File: src/rtl/io_pkg.sv
// Shared types and constants for the IO input controller (switch read path).
package io_pkg;

    localparam int DATA_W              = 32;
    localparam int SW_W                = 18;
    // 10 ms of stable key level at the 50 MHz board clock
    localparam int DEF_DEBOUNCE_CYCLES = 500000;

    typedef enum logic [1:0] {
        IDLE         = 2'd0,
        WAIT_PRESS   = 2'd1,
        WAIT_RELEASE = 2'd2,
        DONE         = 2'd3
    } io_state_e;

    // Keep the low sw_bits switches, zero everything above them.
    function automatic logic [DATA_W-1:0] zext_sw(input logic [SW_W-1:0] sw, input int sw_bits);
        logic [DATA_W-1:0] v;
        v = {DATA_W{1'b0}};
        for (int i = 0; i < SW_W; i++) begin
            if (i < sw_bits) begin
                v[i] = sw[i];
            end else begin
                v[i] = 1'b0;
            end
        end
        return v;
    endfunction

endpackage

File: src/rtl/io_input_ctrl_key_debouncer.sv
// Two-flop synchroniser plus counter debouncer for the active-low confirm key.
// press_ev/release_ev are high in the cycle whose edge flips the debounced level.
module key_debouncer
    import io_pkg::*;
#(
    parameter int DEBOUNCE_CYCLES = DEF_DEBOUNCE_CYCLES
) (
    input  logic clk,
    input  logic reset,
    input  logic key_n,
    output logic deb,
    output logic press_ev,
    output logic release_ev
);

    localparam int              CNT_W    = $clog2(DEBOUNCE_CYCLES + 1);
    localparam logic [CNT_W-1:0] CNT_LAST = CNT_W'(DEBOUNCE_CYCLES - 1);

    logic             sync1_q;
    logic             key_s_q;
    logic             deb_q;
    logic             deb_d;
    logic [CNT_W-1:0] cnt_q;
    logic [CNT_W-1:0] cnt_d;
    logic             flip_s;

    // Bring the asynchronous pin into the clock domain; idle level is released (1).
    always_ff @(posedge clk) begin
        if (!reset) begin
            sync1_q <= 1'b1;
            key_s_q <= 1'b1;
        end else begin
            sync1_q <= key_n;
            key_s_q <= sync1_q;
        end
    end

    // Count consecutive cycles the synchronised level disagrees with the accepted level.
    always_comb begin
        flip_s = 1'b0;
        cnt_d  = cnt_q;
        deb_d  = deb_q;
        if (key_s_q == deb_q) begin
            cnt_d = {CNT_W{1'b0}};
        end else if (cnt_q == CNT_LAST) begin
            flip_s = 1'b1;
            deb_d  = ~deb_q;
            cnt_d  = {CNT_W{1'b0}};
        end else begin
            cnt_d = cnt_q + CNT_W'(1);
        end
    end

    // Debounced level and stability counter.
    always_ff @(posedge clk) begin
        if (!reset) begin
            deb_q <= 1'b1;
            cnt_q <= {CNT_W{1'b0}};
        end else begin
            deb_q <= deb_d;
            cnt_q <= cnt_d;
        end
    end

    assign deb        = deb_q;
    assign press_ev   = flip_s & deb_q;
    assign release_ev = flip_s & ~deb_q;

endmodule

File: src/rtl/io_input_ctrl.sv
// IN-instruction service: stall the CPU, show live switches, wait for a debounced
// key press, latch the switches, and hand the value back on key release.
module io_input_ctrl
    import io_pkg::*;
#(
    parameter int DEBOUNCE_CYCLES = DEF_DEBOUNCE_CYCLES,
    parameter int SW_BITS         = 4
) (
    input  logic              clk,
    input  logic              reset,
    input  logic              in_req,
    input  logic              halt,
    input  logic              key_n,
    input  logic [SW_W-1:0]   SW,
    output logic [DATA_W-1:0] in_data,
    output logic              in_valid,
    output logic              stall,
    output logic              input_flag
);

    io_state_e         state_q;
    io_state_e         state_d;
    logic [DATA_W-1:0] in_data_q;
    logic [DATA_W-1:0] in_data_d;
    logic              press_ev_s;
    logic              release_ev_s;
    logic              abort_s;
    logic              key_deb_unused_s;  // level itself is not needed, only its edges

    key_debouncer #(
        .DEBOUNCE_CYCLES(DEBOUNCE_CYCLES)
    ) u_key_debouncer (
        .clk        (clk),
        .reset      (reset),
        .key_n      (key_n),
        .deb        (key_deb_unused_s),
        .press_ev   (press_ev_s),
        .release_ev (release_ev_s)
    );

    assign abort_s = halt | ~in_req;

    // State register.
    always_ff @(posedge clk) begin
        if (!reset) begin
            state_q <= IDLE;
        end else begin
            state_q <= state_d;
        end
    end

    // Next-state logic; an abort beats any key event in the same cycle.
    always_comb begin
        state_d = state_q;
        case (state_q)
            IDLE: begin
                if (in_req && !halt) begin
                    state_d = WAIT_PRESS;
                end else begin
                    state_d = IDLE;
                end
            end
            WAIT_PRESS: begin
                if (abort_s) begin
                    state_d = IDLE;
                end else if (press_ev_s) begin
                    state_d = WAIT_RELEASE;
                end else begin
                    state_d = WAIT_PRESS;
                end
            end
            WAIT_RELEASE: begin
                if (abort_s) begin
                    state_d = IDLE;
                end else if (release_ev_s) begin
                    state_d = DONE;
                end else begin
                    state_d = WAIT_RELEASE;
                end
            end
            DONE:    state_d = IDLE;
            default: state_d = IDLE;
        endcase
    end

    // Moore outputs decoded from the registered state only.
    always_comb begin
        stall      = 1'b0;
        input_flag = 1'b0;
        in_valid   = 1'b0;
        case (state_q)
            IDLE: begin
                stall      = 1'b0;
                input_flag = 1'b0;
            end
            WAIT_PRESS, WAIT_RELEASE: begin
                stall      = 1'b1;
                input_flag = 1'b1;
            end
            DONE: begin
                in_valid = 1'b1;
            end
            default: begin
                stall      = 1'b0;
                input_flag = 1'b0;
                in_valid   = 1'b0;
            end
        endcase
    end

    // Capture switches on the accepted press; otherwise hold the last value.
    always_comb begin
        if ((state_q == WAIT_PRESS) && !abort_s && press_ev_s) begin
            in_data_d = zext_sw(SW, SW_BITS);
        end else begin
            in_data_d = in_data_q;
        end
    end

    // Data latch.
    always_ff @(posedge clk) begin
        if (!reset) begin
            in_data_q <= {DATA_W{1'b0}};
        end else begin
            in_data_q <= in_data_d;
        end
    end

    assign in_data = in_data_q;

endmodule

File: config.mk
export PLATFORM = sky130hd
export DESIGN_NAME = io_input_ctrl
export DESIGN_NICKNAME = d
export VERILOG_FILES = /design/src/rtl/io_pkg.sv /design/src/rtl/io_input_ctrl_key_debouncer.sv /design/src/rtl/io_input_ctrl.sv
export SDC_FILE = /design/constraint.sdc
export NUM_CORES = 1
export LEC_CHECK = 0
export ABC_AREA = 1
export ABC_CLOCK_PERIOD_IN_PS = 1540
export CORE_ASPECT_RATIO = 0.9
export CORE_MARGIN = 4
export CORE_UTILIZATION = 41
export CTS_CLUSTER_DIAMETER = 40
export CTS_CLUSTER_SIZE = 25
export DETAILED_ROUTE_END_ITERATION = 8
export PLACE_DENSITY = 0.78
export SETUP_SLACK_MARGIN = 0.5
export SLEW_MARGIN = 40
export SYNTH_ARGS = -nofsm -noshare
export SYNTH_HDL_FRONTEND = slang
export SYNTH_HIERARCHICAL = 1
export SYNTH_SLANG_ARGS = --single-unit
File: constraint.sdc
create_clock -name clk -period 1.54 [get_ports clk]
set_input_delay 0.154 -clock clk [delete_from_list [all_inputs] [get_ports clk]]
set_output_delay 0.154 -clock clk [all_outputs]
set_load 0.01 [all_outputs]
==> impl_metrics.tcl <==
set metrics [dict create \
    status "finished, violations left" \
    violations "negative setup slack" \
    gp_congestion 0.909 \
    clock_skew_ps 3.95 \
    antenna_cells 0 \
    reg2regPathDepth 10 \
    num_rows 21 \
    ys_warn_count 6 \
    finalHoldViolCount 0 \
    grt_antenna_before_repair 0 \
    synth_ff_type "dfxtp_1" \
    hold_slack_ps 387 \
    cts_made_buffers 3 \
    portBuffers 15 \
    start_util_pct 44.1 \
    max_stage_delay_ps 360 \
    path_depth 10 \
    layout.nets 331 \
    hold_path_end "u_key_debouncer/sync1_q" \
    synthTopCellsByCount "nand2_1 (58), nor2_1 (46), inv_1 (31)" \
    vias 1610 \
    core_mm2 0.00386 \
    grt_max_degree 17 \
    clockBufferDepth 2 \
    cp-end-kind "register" \
    slew_violations 0 \
    crit_family "buffers and inverters" \
    via_per_inst 4.64 \
    grt_pass1_vias 1450 \
    reg2reg_slack_ps -40 \
    yosysTopAreaCell "dfxtp_1" \
    dr.pass1.iters 4 \
    ys_ff_latch 28 \
    path_cells "ha_4 > nand3_4 > inv_4 > nand3_4 > buf_4 > buf_6 > buf_6 > o21bai_4 > buf_6 > a21oi_2" \
    layout_setup_ws_ps -44.1 \
    crit_path_frequent_cell "buf_6" \
    routedWlPerCell_um 12.2 \
    die_y_um 69.1 \
    dp_hpwl_mm 2.55 \
    p_leak_nw 0.995 \
    worstSetupPathType "register to register" \
    grt_pass1_wl_mm 6.49 \
    crit_fanout 9 \
    clk_latency_ps 270 \
    postSynth.asyncResetShare_pct 0 \
    ios 58 \
    cts_num_sinks 28 \
    die_area_mm2 0.00525 \
    maxCapViolCount 0 \
    gr-usage-met1_pct 17.4 \
    yosysSeqAreaShare_pct 32.9 \
    post-route-period-util_pct 103 \
    synth_edf_count 0 \
    synth.area.top_cells "dfxtp_1 (33%), buf_4 (13%), nand2_1 (13%), nor2_1 (10%), inv_1 (6.8%)" \
    max_freq_mhz 631 \
    hold_path.class "input pin to register" \
    cp.arrival_ps 1750 \
    use_met3_pct 2.21 \
    nFillCells 321 \
    p_per_area_mw_per_mm2 625 \
    netlist_instances 250 \
    met2_usage_pct 26.3 \
    setup_viol 21 \
    ys_types 24 \
    grt-ovfl-total 0 \
    critPathSlowestCell "dfxtp_2" \
    start_kind "register" \
    ant_nets 0 \
    avgSynthCellArea_um2 6.81 \
    hold_depth 3 \
    synth_top_area_share_pct 32.9 \
    synth.most_common_cell "nand2_1" \
    cts-root-buf "clkbuf_8" \
    areaGrowthSynthToFinish_pct 33.7 \
    busiest_layer "met2" \
    crit_buf_inv 5 \
    track_usage_pct 14.6 \
    peakVddDrop_mv 0.333 \
    htree_levels 1 \
    wl_mm 4.23 \
    drcViolationCount 0 \
    clkTransAtPathRegs_ps 100 \
    hold_path.startpoint "key_n" \
    r2r_end "u_key_debouncer/cnt_q[6]" \
    reg2reg_from "u_key_debouncer/cnt_q[1]" \
    drtIter0Drc 191 \
    synthesis.area_mm2 0.00170 \
    rsz0062_at_grt "yes" \
    cp.required_ps 1710 \
    drive_gt1_share_pct 30.2 \
    crit_start "u_key_debouncer/cnt_q[1]" \
    post-place-ws_ps -3.75 \
    die_w_um 75.9 \
    cts_tree "yes" \
    fin_crit_ps 1580 \
    holdBufCountCts 0 \
]
tightest hold or removal path, delay by kind of cell:
kind	cells	cell delay (ps)
buf+inv	2	440
simple gates	1	40
worst max path at each step:
stage	end	slack, ps
floorplan	in_data[0]	70
global placement	in_data[2]	40
detailed placement	in_data[1]	-4
CTS	in_data[1]	90
global route	in_data[1]	-110
finish	u_key_debouncer/cnt_q[6]	-40
area by class of cell:
type,instances,area [µm²],share of cell area (%)
Inverter,34,133,5.82
Clock inverter,1,30.0,1.32
Multi-Input combinational cell,185,1000,44.1
Clock buffer,3,41.3,1.81
Sequential cell,28,572,25.1
Timing Repair Buffer,50,439,19.3
Tap cell,46,57.6,2.53
through the flow:
step	power [mW]	util [%]	TNS, ps	instances	instance area [µm²]
finish	1.42	59.0	-548	347	2280
floorplan	0.862	-	0	277	1870
CTS	1.43	57.1	0	340	2200
global route	1.48	59.0	-1920	347	2280
global placement	0.843	50.7	0	323	1960
detailed placement	0.845	50.7	-3.75	323	1960
placed cells by master (no fill, tap or decap):
cell type,instances
buf_4,25
xnor2_1,1
dfxtp_2,9
nand3_4,2
nor2_1,37
inv_2,6
bufinv_16,1
conb_1,28
or2_2,3
a21oi_1,6
nand2_1,55
nand2_4,1
xor2_1,6
clkbuf_8,3
inv_1,26
or2_1,1
nand2_2,4
clkbuf_2,3
nand3_1,11
inv_4,2
or2_0,1
nand4_1,3
buf_6,13
nor2_4,6
nor2_2,5
ha_1,3
ha_4,3
o21ai_0,4
clkdlybuf4s15_1,1
dfxtp_1,19
clkdlybuf4s50_1,8
a21oi_2,2
nor3_2,1
nor2b_2,1
o21bai_4,1
per-layer routing:
metal,routed length (µm),share of wire [%],up-vias
met4,86,2.0,0
met5,0,0,-
met3,290,6.9,14
li1,-,-,805
met1,1690,40,718
met2,2160,51,73
logic make-up after synthesis:
logic type                 Yosys count  synth area share (%)
xor gates and xnor gates             7                  3.60
AOI/OAI and AO/OA                   13                  4.63
buffers and inverters               64                  20.9
DFF                                 28                  32.9
adders and majority gates            6                  4.41
other                                1                 0.220
and+or+nand+nor                    131                  33.3
power breakdown:
group	internal, mW	switching, mW	total, mW
clock	0.348	0.236	0.584
sequential	0.728	0.00286	0.731
combinational	0.0422	0.0671	0.109
total	1.12	0.306	1.42
what timing repair did:
action	CTS	global route
resized for setup	45	18
pin swaps	8	8
setup endpoints to repair	33	32
setup buffers	13	7
flip-flops by register name (all words and copies together) (netlist names):
name / count
u_key_debouncer/cnt_q: 19
u_key_debouncer/key_s_q: 1
u_key_debouncer/sync1_q: 1
state_q: 2
in_data: 4
u_key_debouncer/deb: 1
Note: power is estimated with default switching activity, not from simulation.
